===== src/rtl/ikon_driver_if.sv =====
// ikon_driver_if -- command/response bundle between a burst master and ikon_driver.
//   load/data/len : shadow-register load (data holds NSYM 2-bit symbols)
//   start/abort   : burst control
//   z1/z0         : registered response bits from the downstream symbol FSM
//   x1/x0         : registered symbol outputs to the downstream FSM
//   busy/done     : burst status (done is a one-cycle pulse)
//   resp/hits     : captured responses and count of non-zero responses
interface ikon_driver_if #(parameter int NSYM = 8) ();
    logic                load;
    logic [2*NSYM-1:0]   data;
    logic [3:0]          len;
    logic                start;
    logic                abort;
    logic                z1;
    logic                z0;
    logic                x1;
    logic                x0;
    logic                busy;
    logic                done;
    logic [2*NSYM-1:0]   resp;
    logic [3:0]          hits;

    modport master (output load, data, len, start, abort, z1, z0,
                    input  x1, x0, busy, done, resp, hits);
    modport slave  (input  load, data, len, start, abort, z1, z0,
                    output x1, x0, busy, done, resp, hits);
endinterface


===== src/rtl/ikon_driver.sv =====
// ikon_driver -- sends a burst of up to NSYM 2-bit symbols to a downstream
// symbol FSM and collects its registered 2-bit responses.
//   clk : rising-edge clock
//   rst : asynchronous active-high reset
//   bus : ikon_driver_if.slave (load/data/len/start/abort/z in, x/busy/done/resp/hits out)
// Symbol i is driven on the i-th edge of the burst; its response comes back
// two edges later and is captured under a separate capture index, so captures
// overlap SEND and finish during the two DRAIN cycles.
module ikon_driver #(
    parameter int NSYM = 8
) (
    input logic          clk,
    input logic          rst,
    ikon_driver_if.slave bus
);
    localparam int         W      = 2 * NSYM;
    localparam logic [3:0] NSYM_L = 4'(NSYM);

    localparam logic [1:0] S_IDLE  = 2'd0;
    localparam logic [1:0] S_SEND  = 2'd1;
    localparam logic [1:0] S_DRAIN = 2'd2;
    localparam logic [1:0] S_DONE  = 2'd3;

    logic [1:0]   state_q, state_d;
    logic [W-1:0] data_q, data_d;    // shadow data
    logic [3:0]   len_q, len_d;      // shadow length, already saturated
    logic [W-1:0] sh_q, sh_d;        // working copy shifted out one symbol per edge
    logic [3:0]   idx_q, idx_d;      // symbols driven so far
    logic [3:0]   cidx_q, cidx_d;    // responses captured so far
    logic [W-1:0] resp_q, resp_d;
    logic [3:0]   hits_q, hits_d;
    logic [1:0]   x_q, x_d;
    logic         drain_q, drain_d;  // second DRAIN cycle
    // vld_q[0]: a symbol was driven on the last edge; vld_q[1]: its response
    // is on z now and is captured on this edge.
    logic [1:0]   vld_q, vld_d;

    logic [3:0]   len_sat;
    logic [3:0]   len_sel;
    logic [W-1:0] data_sel;

    assign len_sat  = (bus.len > NSYM_L) ? NSYM_L : bus.len;
    // load together with start uses the freshly presented values
    assign len_sel  = bus.load ? len_sat  : len_q;
    assign data_sel = bus.load ? bus.data : data_q;

    always_comb begin
        state_d = state_q;
        data_d  = data_q;
        len_d   = len_q;
        sh_d    = sh_q;
        idx_d   = idx_q;
        cidx_d  = cidx_q;
        resp_d  = resp_q;
        hits_d  = hits_q;
        x_d     = 2'b00;
        drain_d = drain_q;
        vld_d   = {vld_q[0], 1'b0};

        if (vld_q[1]) begin
            for (int i = 0; i < NSYM; i++)
                if (cidx_q == 4'(i)) resp_d[2*i +: 2] = {bus.z1, bus.z0};
            cidx_d = cidx_q + 4'd1;
            if ((bus.z1 | bus.z0) && hits_q != 4'hF) hits_d = hits_q + 4'd1;
        end

        case (state_q)
            S_IDLE: begin
                if (bus.load) begin
                    data_d = bus.data;
                    len_d  = len_sat;
                end
                if (bus.start) begin
                    resp_d = '0;
                    hits_d = '0;
                    cidx_d = '0;
                    idx_d  = '0;
                    if (len_sel == 4'd0) begin
                        state_d = S_DONE;
                    end else begin
                        state_d  = S_SEND;
                        x_d      = data_sel[1:0];
                        sh_d     = data_sel >> 2;
                        idx_d    = 4'd1;
                        vld_d[0] = 1'b1;
                    end
                end
            end
            S_SEND: begin
                if (idx_q == len_q) begin
                    state_d = S_DRAIN;
                    drain_d = 1'b0;
                end else begin
                    x_d      = sh_q[1:0];
                    sh_d     = sh_q >> 2;
                    idx_d    = idx_q + 4'd1;
                    vld_d[0] = 1'b1;
                end
            end
            S_DRAIN: begin
                if (drain_q) state_d = S_DONE;
                else         drain_d = 1'b1;
            end
            default: state_d = S_IDLE;  // DONE lasts one cycle
        endcase

        // abort beats every SEND/DRAIN transition, including the capture on this edge
        if ((state_q == S_SEND || state_q == S_DRAIN) && bus.abort) begin
            state_d = S_IDLE;
            x_d     = 2'b00;
            vld_d   = 2'b00;
            resp_d  = resp_q;
            hits_d  = hits_q;
            cidx_d  = cidx_q;
            idx_d   = idx_q;
        end
    end

    always_ff @(posedge clk or posedge rst) begin
        if (rst) begin
            state_q <= S_IDLE;
            data_q  <= '0;
            len_q   <= '0;
            sh_q    <= '0;
            idx_q   <= '0;
            cidx_q  <= '0;
            resp_q  <= '0;
            hits_q  <= '0;
            x_q     <= 2'b00;
            drain_q <= 1'b0;
            vld_q   <= 2'b00;
        end else begin
            state_q <= state_d;
            data_q  <= data_d;
            len_q   <= len_d;
            sh_q    <= sh_d;
            idx_q   <= idx_d;
            cidx_q  <= cidx_d;
            resp_q  <= resp_d;
            hits_q  <= hits_d;
            x_q     <= x_d;
            drain_q <= drain_d;
            vld_q   <= vld_d;
        end
    end

    assign bus.x1   = x_q[1];
    assign bus.x0   = x_q[0];
    assign bus.busy = (state_q == S_SEND) || (state_q == S_DRAIN);
    assign bus.done = (state_q == S_DONE);
    assign bus.resp = resp_q;
    assign bus.hits = hits_q;
endmodule

===== src/flat_wrapper.sv =====
// flat-port wrapper written by rule: the top's interface ports become plain ports
module ikon_driver_flat 
#(
    parameter int NSYM = 8
)
  (clk, rst, bus_load, bus_data, bus_len, bus_start, bus_abort, bus_z1, bus_z0, bus_x1, bus_x0, bus_busy, bus_done, bus_resp, bus_hits);
  ikon_driver_if #(.NSYM(NSYM)) bus_i ();
  input logic clk;
  input logic rst;
  input wire logic [$bits(bus_i.load)-1:0] bus_load;
  input wire logic [$bits(bus_i.data)-1:0] bus_data;
  input wire logic [$bits(bus_i.len)-1:0] bus_len;
  input wire logic [$bits(bus_i.start)-1:0] bus_start;
  input wire logic [$bits(bus_i.abort)-1:0] bus_abort;
  input wire logic [$bits(bus_i.z1)-1:0] bus_z1;
  input wire logic [$bits(bus_i.z0)-1:0] bus_z0;
  output wire logic [$bits(bus_i.x1)-1:0] bus_x1;
  output wire logic [$bits(bus_i.x0)-1:0] bus_x0;
  output wire logic [$bits(bus_i.busy)-1:0] bus_busy;
  output wire logic [$bits(bus_i.done)-1:0] bus_done;
  output wire logic [$bits(bus_i.resp)-1:0] bus_resp;
  output wire logic [$bits(bus_i.hits)-1:0] bus_hits;
  assign bus_i.load = bus_load;
  assign bus_i.data = bus_data;
  assign bus_i.len = bus_len;
  assign bus_i.start = bus_start;
  assign bus_i.abort = bus_abort;
  assign bus_i.z1 = bus_z1;
  assign bus_i.z0 = bus_z0;
  assign bus_x1 = bus_i.x1;
  assign bus_x0 = bus_i.x0;
  assign bus_busy = bus_i.busy;
  assign bus_done = bus_i.done;
  assign bus_resp = bus_i.resp;
  assign bus_hits = bus_i.hits;
  ikon_driver #(.NSYM(NSYM)) u_core (.clk(clk), .rst(rst), .bus(bus_i));
endmodule

===== config.mk =====
export PLATFORM = sky130hd
export DESIGN_NAME = ikon_driver_flat
export DESIGN_NICKNAME = d
export VERILOG_FILES = /design/src/rtl/ikon_driver_if.sv /design/src/rtl/ikon_driver.sv /design/src/flat_wrapper.sv
export SDC_FILE = /design/constraint.sdc
export NUM_CORES = 1
export LEC_CHECK = 0
export BUFFER_PORTS_ARGS = -buffer_cell sky130_fd_sc_hd__buf_2
export CAP_MARGIN = 15
export CORE_UTILIZATION = 35
export CTS_CLUSTER_SIZE = 14
export DETAILED_ROUTE_END_ITERATION = 7
export PLACE_DENSITY = 0.57
export SYNTH_ARGS = -nofsm -noshare
export SYNTH_HDL_FRONTEND = slang
export SYNTH_SLANG_ARGS = --single-unit
export TNS_END_PERCENT = 50

===== constraint.sdc =====
create_clock -name clk -period 1.87 [get_ports clk]
set_input_delay 0.187 -clock clk [delete_from_list [all_inputs] [get_ports clk]]
set_output_delay 0.187 -clock clk [all_outputs]
set_load 0.005 [all_outputs]

# Word-level counts from Yosys, hierarchy flattened
# Cells that the tools add are included.
[totals]
ff_bits = 71
output_inout_bits = 24
word_cells = 95
[classes]
n_reduce_logical = 12
mux = 47
magnitude_cmp = 1
eq_ne = 19
n_bitwise = 2
add_sub_neg = 3
[ops]
columns = ["op", "n"]
rows = [
  ["2-to-1 mux 16 bit", 7],
  ["2-to-1 mux 4 bit", 11],
  ["2-to-1 mux 2 bit", 18],
  ["case mux 16 bit (2 select lines)", 1],
  ["equality test 4 x 3 -> 1 bit (second input constant)", 4],
  ["adder 4 x 1 -> 4 bit (second input constant)", 3],
  ["!= test 3 x 2 -> 1 bit (second input constant)", 3],
  ["equality test 4 x 2 -> 1 bit (second input constant)", 2],
  ["zero test 4 bit", 2],
  ["case mux 4 bit (2 select lines)", 1],
  ["AND reduction 4 bit", 2],
  ["!= test 2 bit (second input constant)", 3],
  ["case mux 2 bit (3 select lines)", 1],
  ["2-to-1 mux 1 bit", 5],
  ["equality test 2 bit (second input constant)", 2],
  ["equality test 4 x 1 -> 1 bit (second input constant)", 1],
  ["equality test 4 bit", 1],
  ["> comparator 4 bit (second input constant)", 1],
  ["!= test 4 bit (second input constant)", 1],
  ["case mux 1 bit (2 select lines)", 2],
  ["case mux 2 bit (2 select lines)", 1],
  ["nonzero test 2 bit", 2],
  ["AND reduction 3 bit", 1],
  ["equality test 2 x 1 -> 1 bit (second input constant)", 1],
  ["7 further kinds", 8],
]

# Longest topological paths before layout
# Gate-level depths: netlist (run 1).
[depth]
word_depth = 8
ltp_mapped = 7
depth_no_buf = 6

# Least setup slack after synthesis (run 1)
# No wires, ideal clock.
[synth_timing]
kind = "reg2reg"
from = "reg u_core.len_q[1]"
to = "reg u_core.sh_q[2]"
t_arrival_ns = 1.775
n_path_buf = 1
required_time_ns = 1.745
path_slack_ns = -0.030
setup_ns = 0.125
path_stages_with_launch = 6
path_cell_list = "dfrtp_1 > or4_4 > o221ai_4 > a22oi_4 > buf_6 > mux2_4"
[synth_via]
elab_chain_cells = 4
word_cells_on_any_way = 6
classes_between = "eq/ne (3); mux (1); reduce/logical (2)"
[synth_lines]
columns = ["item", "line", "rtl"]
rows = [
  ["from (decl)", "ikon_driver.sv:26", "logic [3:0] len_q, len_d;"],
  ["from (signal assigned)", "ikon_driver.sv:135", "len_q <= len_d;"],
  ["2-to-1 mux 4 bit", "n/a", ""],
  ["zero test 4 bit", "ikon_driver.sv:78", "if (len_sel == 4'd0) begin"],
  ["!= test 2 bit (no source line)", "n/a", ""],
  ["AND reduction 4 bit (no source line) (*)", "n/a", ""],
  ["to (signal assigned)", "ikon_driver.sv:124", "sh_q <= '0;"],
  ["to (signal assigned)", "ikon_driver.sv:136", "sh_q <= sh_d;"],
  ["to (decl)", "ikon_driver.sv:27", "logic [W-1:0] sh_q, sh_d;"],
]
# Mark *: on every way between the ends. The rest lies on a longest branch, timed or not.
# A chain may end at the register's enable or synchronous reset.

# Worst setup path in the final report (run 1)
[layout_timing]
from = "reg u_core.len_q[2]"
to = "reg u_core.sh_q[8]"
# The elaborated chain is that of the path after synthesis.

==> results by group, run 1 <==
GRT
  – Total global routing track utilization: 16.0%
  – Largest net degree at the start of global routing: 38
  – Vias in the first global route: 2788
  – First-pass GRT wire length: 13.0 mm
  – GR Overflow Total: 0
  – Initial antenna violation count: 0

Finish
  – Area growth, synth to finish: 25.0%
  – Fin cells: 561
  – # diodes: 0
  – Layout cells sized above 1: 28.7%
  – Fill count: 976
  – Post-layout util: 45.2%
  – Final net count: 461

STA
  – Final min period: 1.85 ns
  – Slew margin rel.: 63.3%
  – Hold Fails Final Rpt: 0
  – Final Slew Violations: 0
  – Worst clock skew: 0.00816 ns
  – Worst Tran Pin Value: 0.550 ns
  – Fmax: 0.541 GHz
  – Final setup violation count: 0
  – Setup TNS: 0 ns
  – Unrepaired setup endpoints after global routing: true
  – Fin crit share: 98.9%

Place
  – RePlAce Congestion: 0.735
  – DP Wirelength: 5.49 mm
  – Placed Cells: 541
  – Port Buffers: 50

Power
  – Total chip power: 0.00688 W
  – Max VDD drop: 538 uV
  – Lkg Pwr: 2.11 nW
  – Power Density: 1550 mW/mm2

Worst setup path
  – Worst Setup Path Type: flip-flop to flip-flop
  – Arrival time worst endpoint: 2.07 ns
  – CP startpoint kind: flip-flop
  – Crit end category: flip-flop
  – Max FO, Critical Path: 11
  – WP data required: 2.09 ns

Floorplan
  – Die Ht: 103 um
  – IO Count: 51
  – Die W: 103 um
  – Core area: 0.00982 mm2
  – Row cnt: 36
  – Initial Util: 36.2%
  – Die area: 0.0106 mm2

Yosys
  – Post-synth design cell area: 0.00355 mm2
  – Yosys reg bits: 69
  – Synth top area share: 48.6%
  – Ys Warns: 0
  – Synth Net Count: 383
  – Top cells by area, synth: dfrtp_1, mux2i_1, nor2_1, a21oi_1, ha_1
  – Synth area leader: dfrtp_1
  – Synth cell types: 50
  – Ys flop type: dfrtp_1
  – Cell count after synthesis: 346
  – Post-synth EDFFs: 0
  – Sequential area share after synthesis: 48.6%
  – Async S/R FF share, synth: 100%
  – Average cell area after synthesis: 10.3 um2

Clock network
  – CTS tree: done
  – Total CTS buffers: 9
  – Clock buffer depth: 2
  – H-tree levels: 3
  – Clock transition at path regs: 0.08 ns
  – Root Buffer Master: clkbuf_8
  – Clock Latency Late Sink: 0.34 ns
  – Clock sinks: 69

Drt
  – DR vias: 2744
  – Initial DRC Count: 133
  – Avg Vias per Cell: 4.89
  – DRT Wirelength: 7.77 mm
  – Routed len/inst: 13.8 um
  – Drt drc: 0
  – Antenna Violating Nets Remaining: 0
  – Initial DRT Pass Iterations: 4

Status
  – Outcome: finished, final reports clean

Flow run
  – Max_cap viols: 0

Min path
  – Worst Hold Class: input port to flip-flop
final timing paths:
| check | start | endpoint | slack (ns) | cells after the start |
|---|---|---|---|---|
| setup / recovery | u_core.len_q[2]$_DFFE_PP0P_ | u_core.sh_q[8]$_DFFE_PP0P_ | 0.02 | 5 |
| hold / removal | bus_data[0] | u_core.data_q[0]$_DFFE_PP0P_ | 0.09 | 2 |
| setup reg to reg | u_core.len_q[2]$_DFFE_PP0P_ | u_core.sh_q[8]$_DFFE_PP0P_ | 0.02 | 5 |
| hold reg to reg | u_core.vld_q[0]$_DFF_PP0_ | u_core.vld_q[1]$_DFF_PP0_ | 0.44 | 1 |
| max in group asynchronous | rst | u_core.sh_q[1]$_DFFE_PP0P_ | 0.93 | 4 |
| min in group asynchronous | rst | u_core.data_q[10]$_DFFE_PP0P_ | 0.45 | 3 |
registers in the layout, indices dropped and copies added, names as in the netlist:
name	count
u_core.bus.hits	4
u_core.bus.resp	16
u_core.cidx_q	4
u_core.data_q	16
u_core.drain_q	1
u_core.idx_q	4
u_core.len_q	4
u_core.sh_q	14
u_core.state_q	2
u_core.vld_q	2
u_core.x_q	2
cell usage after synthesis (2+ instances only):
master,number
nand2_1,33
clkbuf_1,11
o21ai_0,23
and2_1,4
nand3_1,4
inv_1,15
mux2_4,8
nor2_1,41
xnor2_1,3
a211o_1,2
a211oi_1,3
mux2_2,5
o22a_1,2
xor2_1,6
buf_6,2
nor3b_1,3
nor3_1,5
dfrtp_1,69
o211ai_1,2
a21oi_1,30
nor4_1,2
nand2b_1,5
buf_1,2
ha_1,10
mux2i_1,31
per-layer routing:
metal	GRT usage, %	up-vias	wire length (um)
met1	21.4	1321	3740
li1	-	1371	-
met3	3.39	9	242
met5	0	-	0
met4	5.74	0	124
met2	25.8	43	3660
what timing repair did:
action | 4_1_cts | 5_1_grt
endpoints found under the setup margin | 11 | 33
resized for setup | 1 | 7
setup buffers | 2 | 2
hold endpoints to repair | 19 | 0
pin swaps | 2 | 2
hold buffers | 1 | 0
where the power goes:
group	leakage [nW]	switching (W)	total, W	internal, W
clock	0.105	0.000552	0.00133	0.000779
sequential	0.860	0.000318	0.00235	0.00204
combinational	1.15	0.00164	0.00319	0.00155
total	2.11	0.00251	0.00688	0.00437
placed cells by master (no fill, tap or decap), types with 2 or more instances in the layout:
cell / netlist / final
a211oi_1: 3 / 2
bufinv_16: 0 / 2
a21oi_1: 30 / 30
nor4_1: 2 / 2
clkbuf_8: 0 / 10
buf_4: 0 / 27
a211o_1: 2 / 2
nand3_1: 4 / 4
nor3_2: 0 / 2
o211ai_1: 2 / 2
mux2_2: 5 / 5
and2_1: 4 / 3
xor2_1: 6 / 6
nor2_1: 41 / 41
buf_12: 0 / 5
nor3b_1: 3 / 3
dfrtp_1: 69 / 69
buf_2: 1 / 50
xnor2_1: 3 / 3
clkinvlp_4: 0 / 2
mux2i_1: 31 / 31
o21ai_0: 23 / 23
o22a_1: 2 / 2
ha_1: 10 / 9
inv_1: 15 / 14
nand2b_1: 5 / 5
mux2_4: 8 / 8
nand2_1: 33 / 33
nor3_1: 5 / 3
final cells by class:
cell class	instances	area [um2]	share of cell area [%]
inverter	15	60.1	1.35
timing repair buffer	83	563	12.7
clock inverter	4	72.6	1.63
multi-input combinational	246	1710	38.5
sequential	69	1730	38.9
tap	133	166	3.75
clock buffer	11	141	3.18
stage by stage:
step | cell area, um2 | setup slack, ns | hold WS (ns)
after global routing | 4440 | -0.0292 | 0.0818
after floorplan | 3560 | -0.0304 | 0.335
after global placement | 4140 | -0.0322 | 0.271
after detailed placement | 4140 | -0.0656 | 0.275
after CTS | 4400 | 0.0279 | 0.0764
final | 4440 | 0.0214 | 0.0922
cell families after synthesis:
logic type | Yosys count | synth area share, %
xor gates and xnor gates | 9 | 2.22
muxes | 44 | 13.7
DFF | 69 | 48.6
buffers and inverters | 31 | 3.73
and+or+nand+nor | 106 | 14.0
AOI/OAI and AO/OA | 77 | 14.2
adders and majority gates | 10 | 3.52
worst max-delay path: stages (launching register included):
cell and delay, ns:
dfrtp_1 0.41, or4_4 0.56, o221ai_4 0.22, a22oi_4 0.08, buf_12 0.17, mux2_4 0.29
(Power assumes the default switching activity.)
==> run 2, diff against run 1 <==
--- a/config.mk
+++ b/config.mk
@@ -7,10 +7,12 @@
 export LEC_CHECK = 0
 export BUFFER_PORTS_ARGS = -buffer_cell sky130_fd_sc_hd__buf_2
 export CAP_MARGIN = 15
+export CELL_PAD_IN_SITES_DETAIL_PLACEMENT = 1
+export CELL_PAD_IN_SITES_GLOBAL_PLACEMENT = 1
 export CORE_UTILIZATION = 35
 export CTS_CLUSTER_SIZE = 14
 export DETAILED_ROUTE_END_ITERATION = 7
-export PLACE_DENSITY = 0.57
+export PLACE_DENSITY = 0.69
 export SYNTH_ARGS = -nofsm -noshare
 export SYNTH_HDL_FRONTEND = slang
 export SYNTH_SLANG_ARGS = --single-unit
==> results by group, run 2 (synthesis gave the netlist of run 1 again) <==
Worst setup path
  – Worst Setup Path Type: flip-flop to flip-flop
  – Max FO, Critical Path: 6
  – Arrival time worst endpoint: 2.12 ns
  – CP startpoint kind: flip-flop
  – Crit end category: flip-flop
  – WP data required: 2.10 ns

STA
  – Final min period: 1.89 ns
  – Hold Fails Final Rpt: 0
  – PnR worst setup slack: -0.0214 ns
  – Worst Tran Pin Value: 0.376 ns
  – Setup TNS: -0.0435 ns
  – Unrepaired setup endpoints after global routing: true
  – Final setup violation count: 3
  – Fin crit share: 101%
  – Hold_ws: 0.0912 ns
  – Final Slew Violations: 0
  – Slew margin rel.: 74.9%
  – Fmax: 0.529 GHz
  – Worst clock skew: 0.0171 ns

Finish
  – FF+latch area: 0.00173 mm2
  – Area growth, synth to finish: 28.2%
  – Post-layout util: 46.4%
  – Final net count: 465
  – Most frequent cells in the layout: dfrtp_1, buf_2, nor2_1
  – Multi-input logic area: 0.00177 mm2
  – # diodes: 0
  – Fill count: 1129
  – Most common cell after layout, fill and taps aside: dfrtp_1
  – Fin cells: 566
  – Layout cells sized above 1: 31.4%

Place
  – RePlAce Congestion: 0.810
  – Port Buffers: 50
  – Placed Cells: 540
  – DP Worst Slack: -0.0908 ns
  – DP Wirelength: 6.10 mm

Flow run
  – Max_cap viols: 0

Drt
  – Initial DRT Pass Iterations: 4
  – Avg Vias per Cell: 4.94
  – Initial DRC Count: 134
  – Drt drc: 0
  – Routed len/inst: 15.8 um
  – DR vias: 2797
  – Antenna Violating Nets Remaining: 0
  – DRT Wirelength: 8.94 mm

Floorplan
  – Core area: 0.00982 mm2
  – Die area: 0.0106 mm2
  – Die Ht: 103 um
  – Die W: 103 um
  – IO Count: 51
  – Initial Util: 36.2%
  – Row cnt: 36

Clock network
  – Total CTS buffers: 9
  – CTS tree: done
  – H-tree levels: 3
  – Clock Latency Late Sink: 0.35 ns
  – Clock sinks: 69
  – Clock transition at path regs: 0.09 ns
  – Root Buffer Master: clkbuf_8
  – Clock buffer depth: 2

Status
  – Outcome: finished with violations
  – Failing checks: setup timing

GRT
  – Initial antenna violation count: 0
  – Total global routing track utilization: 18.0%
  – GR Overflow Total: 0
  – Vias in the first global route: 2972
  – Largest net degree at the start of global routing: 70
  – First-pass GRT wire length: 14.5 mm

Power
  – Max VDD drop: 534 uV
  – Lkg Pwr: 2.15 nW
  – Power Density: 1610 mW/mm2

Min path
  – Worst Hold Class: input port to flip-flop
-- run 2: cell types whose count changed in the layout (fill, tap and decap cells not counted), sizes merged --
cell and delta:
buf +3, clkbuf +2, clkinv +1, clkinvlp -1
-- run 2: worst max-delay path, cell delays in order, from the launching register on --
cell,delay (ns)
dfrtp_1,0.41
or4_4,0.55
o221ai_4,0.21
a22oi_4,0.11
clkbuf_16,0.18
mux2_4,0.30
-- run 2: stage by stage --
stage	total power (W)	instance area, um2
6_report	0.00733	4550
5_1_grt	0.00788	4550
4_1_cts	0.00701	4400
3_5_place_dp	0.00548	4120
3_3_place_gp	0.00531	4120
2_1_floorplan	0.00442	3560
-- run 2: path summary, 6_finish.rpt --
path | from | to | slack, ns | cells past startpoint
max reg2reg | u_core.len_q[2]$_DFFE_PP0P_ | u_core.sh_q[6]$_DFFE_PP0P_ | -0.02 | 5
max | u_core.len_q[2]$_DFFE_PP0P_ | u_core.sh_q[6]$_DFFE_PP0P_ | -0.02 | 5
max in group asynchronous | rst | u_core.bus.resp[10]$_DFFE_PP0N_ | 1.09 | 4
min reg2reg | u_core.vld_q[0]$_DFF_PP0_ | u_core.vld_q[1]$_DFF_PP0_ | 0.45 | 1
min | bus_data[0] | u_core.data_q[0]$_DFFE_PP0P_ | 0.09 | 2
min in group asynchronous | rst | u_core.sh_q[2]$_DFFE_PP0P_ | 0.49 | 4
-- run 2: final cells by class --
type,instances,area share (%)
inverters,15,1.32
clock inverters,4,1.54
repair buffers,87,13.3
clock buffers,12,3.41
flip-flops and latches,69,37.9
multi-input cells,246,38.9
well taps,133,3.65
-- run 2: where the power goes --
group	switching [W]	internal [W]	leakage [nW]	total, W
Combinational	0.00180	0.00174	1.18	0.00354
Sequential	0.000353	0.00204	0.860	0.00239
Clock	0.000580	0.000821	0.116	0.00140
Total	0.00273	0.00459	2.15	0.00733
-- run 2: routing by layer --
metal,global-route usage [%],vias up,wire [um]
met5,0,-,0
met4,5.31,0,80
met3,3.93,7,287
met2,31.4,40,4560
met1,22.3,1380,4020
li1,-,1370,-
-- run 2: repair_timing --
action	CTS	global route
endpoints found under the hold margin	69	0
cloned	0	1
buffers inserted	2	6
pin swaps	2	3
hold buffers	1	0
endpoints found under the setup margin	14	43
gates resized for setup	2	20
==> run 3, diff against run 2 <==
==> constraint.sdc (replaced) <==
create_clock -name clk -period 1.87 [get_ports clk]
set_input_delay 0.374 -clock clk [delete_from_list [all_inputs] [get_ports clk]]
set_output_delay 0.374 -clock clk [all_outputs]
set_load 0.005 [all_outputs]
==> results by group, run 3 (synthesis gave the netlist of run 1 again) <==
Finish
  – Final net count: 456
  – Layout cells sized above 1: 30.0%
  – Post-layout util: 44.6%
  – Area growth, synth to finish: 23.4%
  – Most common cell after layout, fill and taps aside: dfrtp_1
  – Most frequent cells in the layout: dfrtp_1, buf_2, nor2_1
  – # diodes: 0

Power
  – Sw frac: 39.0%
  – Total chip power: 0.00675 W
  – Comb pwr share: 48.3%
  – Seq pwr share: 35.1%
  – Power Density: 1540 mW/mm2
  – Net Sw Power: 0.00263 W
  – Max VDD drop: 560 uV
  – Clock Power Share: 16.6%
  – Internal power: 0.00412 W
  – Lkg Pwr: 2.06 nW

Clock network
  – Root Buffer Master: clkbuf_8
  – CTS tree: done
  – Clock Latency Late Sink: 0.35 ns
  – Clock sinks: 69
  – Clock buffer depth: 2
  – H-tree levels: 3
  – Total CTS buffers: 9
  – Clock transition at path regs: 0.08 ns

Worst setup path
  – R2R cell count: 5
  – WP data required: 2.11 ns
  – R2R Setup Slk: 0.03 ns
  – Arrival time worst endpoint: 2.08 ns
  – Worst path max stage delay: 0.58 ns
  – Crit-path slowest cell: or4_4
  – CP Cell Sequence: or4_4, o221ai_4, a22oi_4, buf_12, mux2_4
  – RR Endpoint: u_core.sh_q[2]$_DFFE_PP0P_
  – Critical path buffers and inverters: 1
  – Worst Setup Path Type: flip-flop to flip-flop
  – CP startpoint kind: flip-flop
  – Critical R2R Launch: u_core.len_q[1]$_DFFE_PP0P_
  – Crit end category: flip-flop
  – Max FO, Critical Path: 11
  – CP top delay family: simple AND/OR/NAND/NOR gates

Floorplan
  – Row cnt: 36
  – Die area: 0.0106 mm2
  – Core area: 0.00982 mm2
  – Die W: 103 um
  – IO Count: 51
  – Initial Util: 36.2%
  – Die Ht: 103 um

Status
  – Outcome: finished, final reports clean

GRT
  – Largest net degree at the start of global routing: 70
  – Initial antenna violation count: 0
  – Vias in the first global route: 2872
  – Total global routing track utilization: 17.5%
  – First-pass GRT wire length: 14.0 mm
  – GR Overflow Total: 0

Min path
  – Worst Hold Class: input port to async pin

Drt
  – Initial DRC Count: 70
  – Drt drc: 0
  – Routed len/inst: 15.4 um
  – DRT Wirelength: 8.55 mm
  – DR vias: 2759
  – Initial DRT Pass Iterations: 3
  – Antenna Violating Nets Remaining: 0
  – Met2 wire len: 4.38 mm
  – Avg Vias per Cell: 4.95
  – DR WL met3: 213 um
  – Uppermost layer routed: met4
  – Met1 WL: 3.84 mm

STA
  – Fin crit share: 98.6%
  – Worst Tran Pin Value: 0.378 ns
  – Worst clock skew: 0.0129 ns
  – Final setup violation count: 0
  – Final min period: 1.84 ns
  – Setup TNS: 0 ns
  – Unrepaired setup endpoints after global routing: true
  – Slew margin rel.: 74.8%
  – Final Slew Violations: 0
  – Fmax: 0.542 GHz
  – Hold Fails Final Rpt: 0

Place
  – DP Wirelength: 6.06 mm
  – RePlAce Congestion: 0.776
  – Port Buffers: 50

Flow run
  – Max_cap viols: 0
-- run 3: worst max-delay path by stage --
stage	from	end	slack, ns	depth (start not counted)
after floorplan	bus_load	u_core.sh_q[2]$_DFFE_PP0P_	-0.09	6
after global placement	u_core.state_q[0]$_DFFE_PP0P_	u_core.sh_q[11]$_DFFE_PP0P_	-0.04	6
after detailed placement	u_core.state_q[0]$_DFFE_PP0P_	u_core.sh_q[11]$_DFFE_PP0P_	-0.16	6
after CTS	u_core.state_q[0]$_DFFE_PP0P_	bus_busy	0.008	4
after global routing	u_core.len_q[1]$_DFFE_PP0P_	u_core.sh_q[13]$_DFFE_PP0P_	-0.07	5
final	u_core.len_q[1]$_DFFE_PP0P_	u_core.sh_q[2]$_DFFE_PP0P_	0.03	5
-- run 3: through the flow --
stage | hold WS, ns | setup WS, ns | instances | area (um2)
2_1_floorplan | 0.428 | -0.0950 | 346 | 3560
3_3_place_gp | 0.435 | -0.0355 | 538 | 4110
3_5_place_dp | 0.444 | -0.160 | 538 | 4110
4_1_cts | 0.119 | 0.00785 | 556 | 4330
5_1_grt | 0.142 | -0.0700 | 557 | 4380
6_report | 0.125 | 0.0262 | 557 | 4380
-- run 3: power groups by stage --
stage	Combinational (W)	Clock [W]	Sequential, W
finish	0.00326	0.00112	0.00237
global route	0.00364	0.00122	0.00243
CTS	0.00318	0.00117	0.00238
detailed placement	0.00307	0	0.00240
global placement	0.00293	0	0.00237
floorplan	0.00209	0	0.00233
-- run 3: metal layers --
| metal | up-vias | global-route usage, % |
|---|---|---|
| li1 | 1350 | - |
| met1 | 1369 | 22.2 |
| met2 | 29 | 30.0 |
| met3 | 11 | 3.39 |
| met4 | 0 | 5.85 |
| met5 | - | 0 |
-- run 3: worst register-to-register path: stages, from the launching register on --
cell and delay [ns]:
dfrtp_1 0.41, or4_4 0.58, o221ai_4 0.20, a22oi_4 0.08, buf_12 0.16, mux2_4 0.30
-- run 3: timing repair --
item | 4_1_cts | 5_1_grt
resized for setup | 5 | 10
hold buffers | 0 | 0
endpoints found under the setup margin | 20 | 28
pin swaps | 2 | 0
buffers inserted | 2 | 1
-- run 3: final cells by class --
cell class / instances / area, um2
clock buffers: 10 / 138
clock inverters: 6 / 38.8
fillers: 1175 / 5440
inverters: 15 / 60.1
multi-input cells: 246 / 1750
flip-flops and latches: 69 / 1730
well taps: 133 / 166
repair buffers: 78 / 505
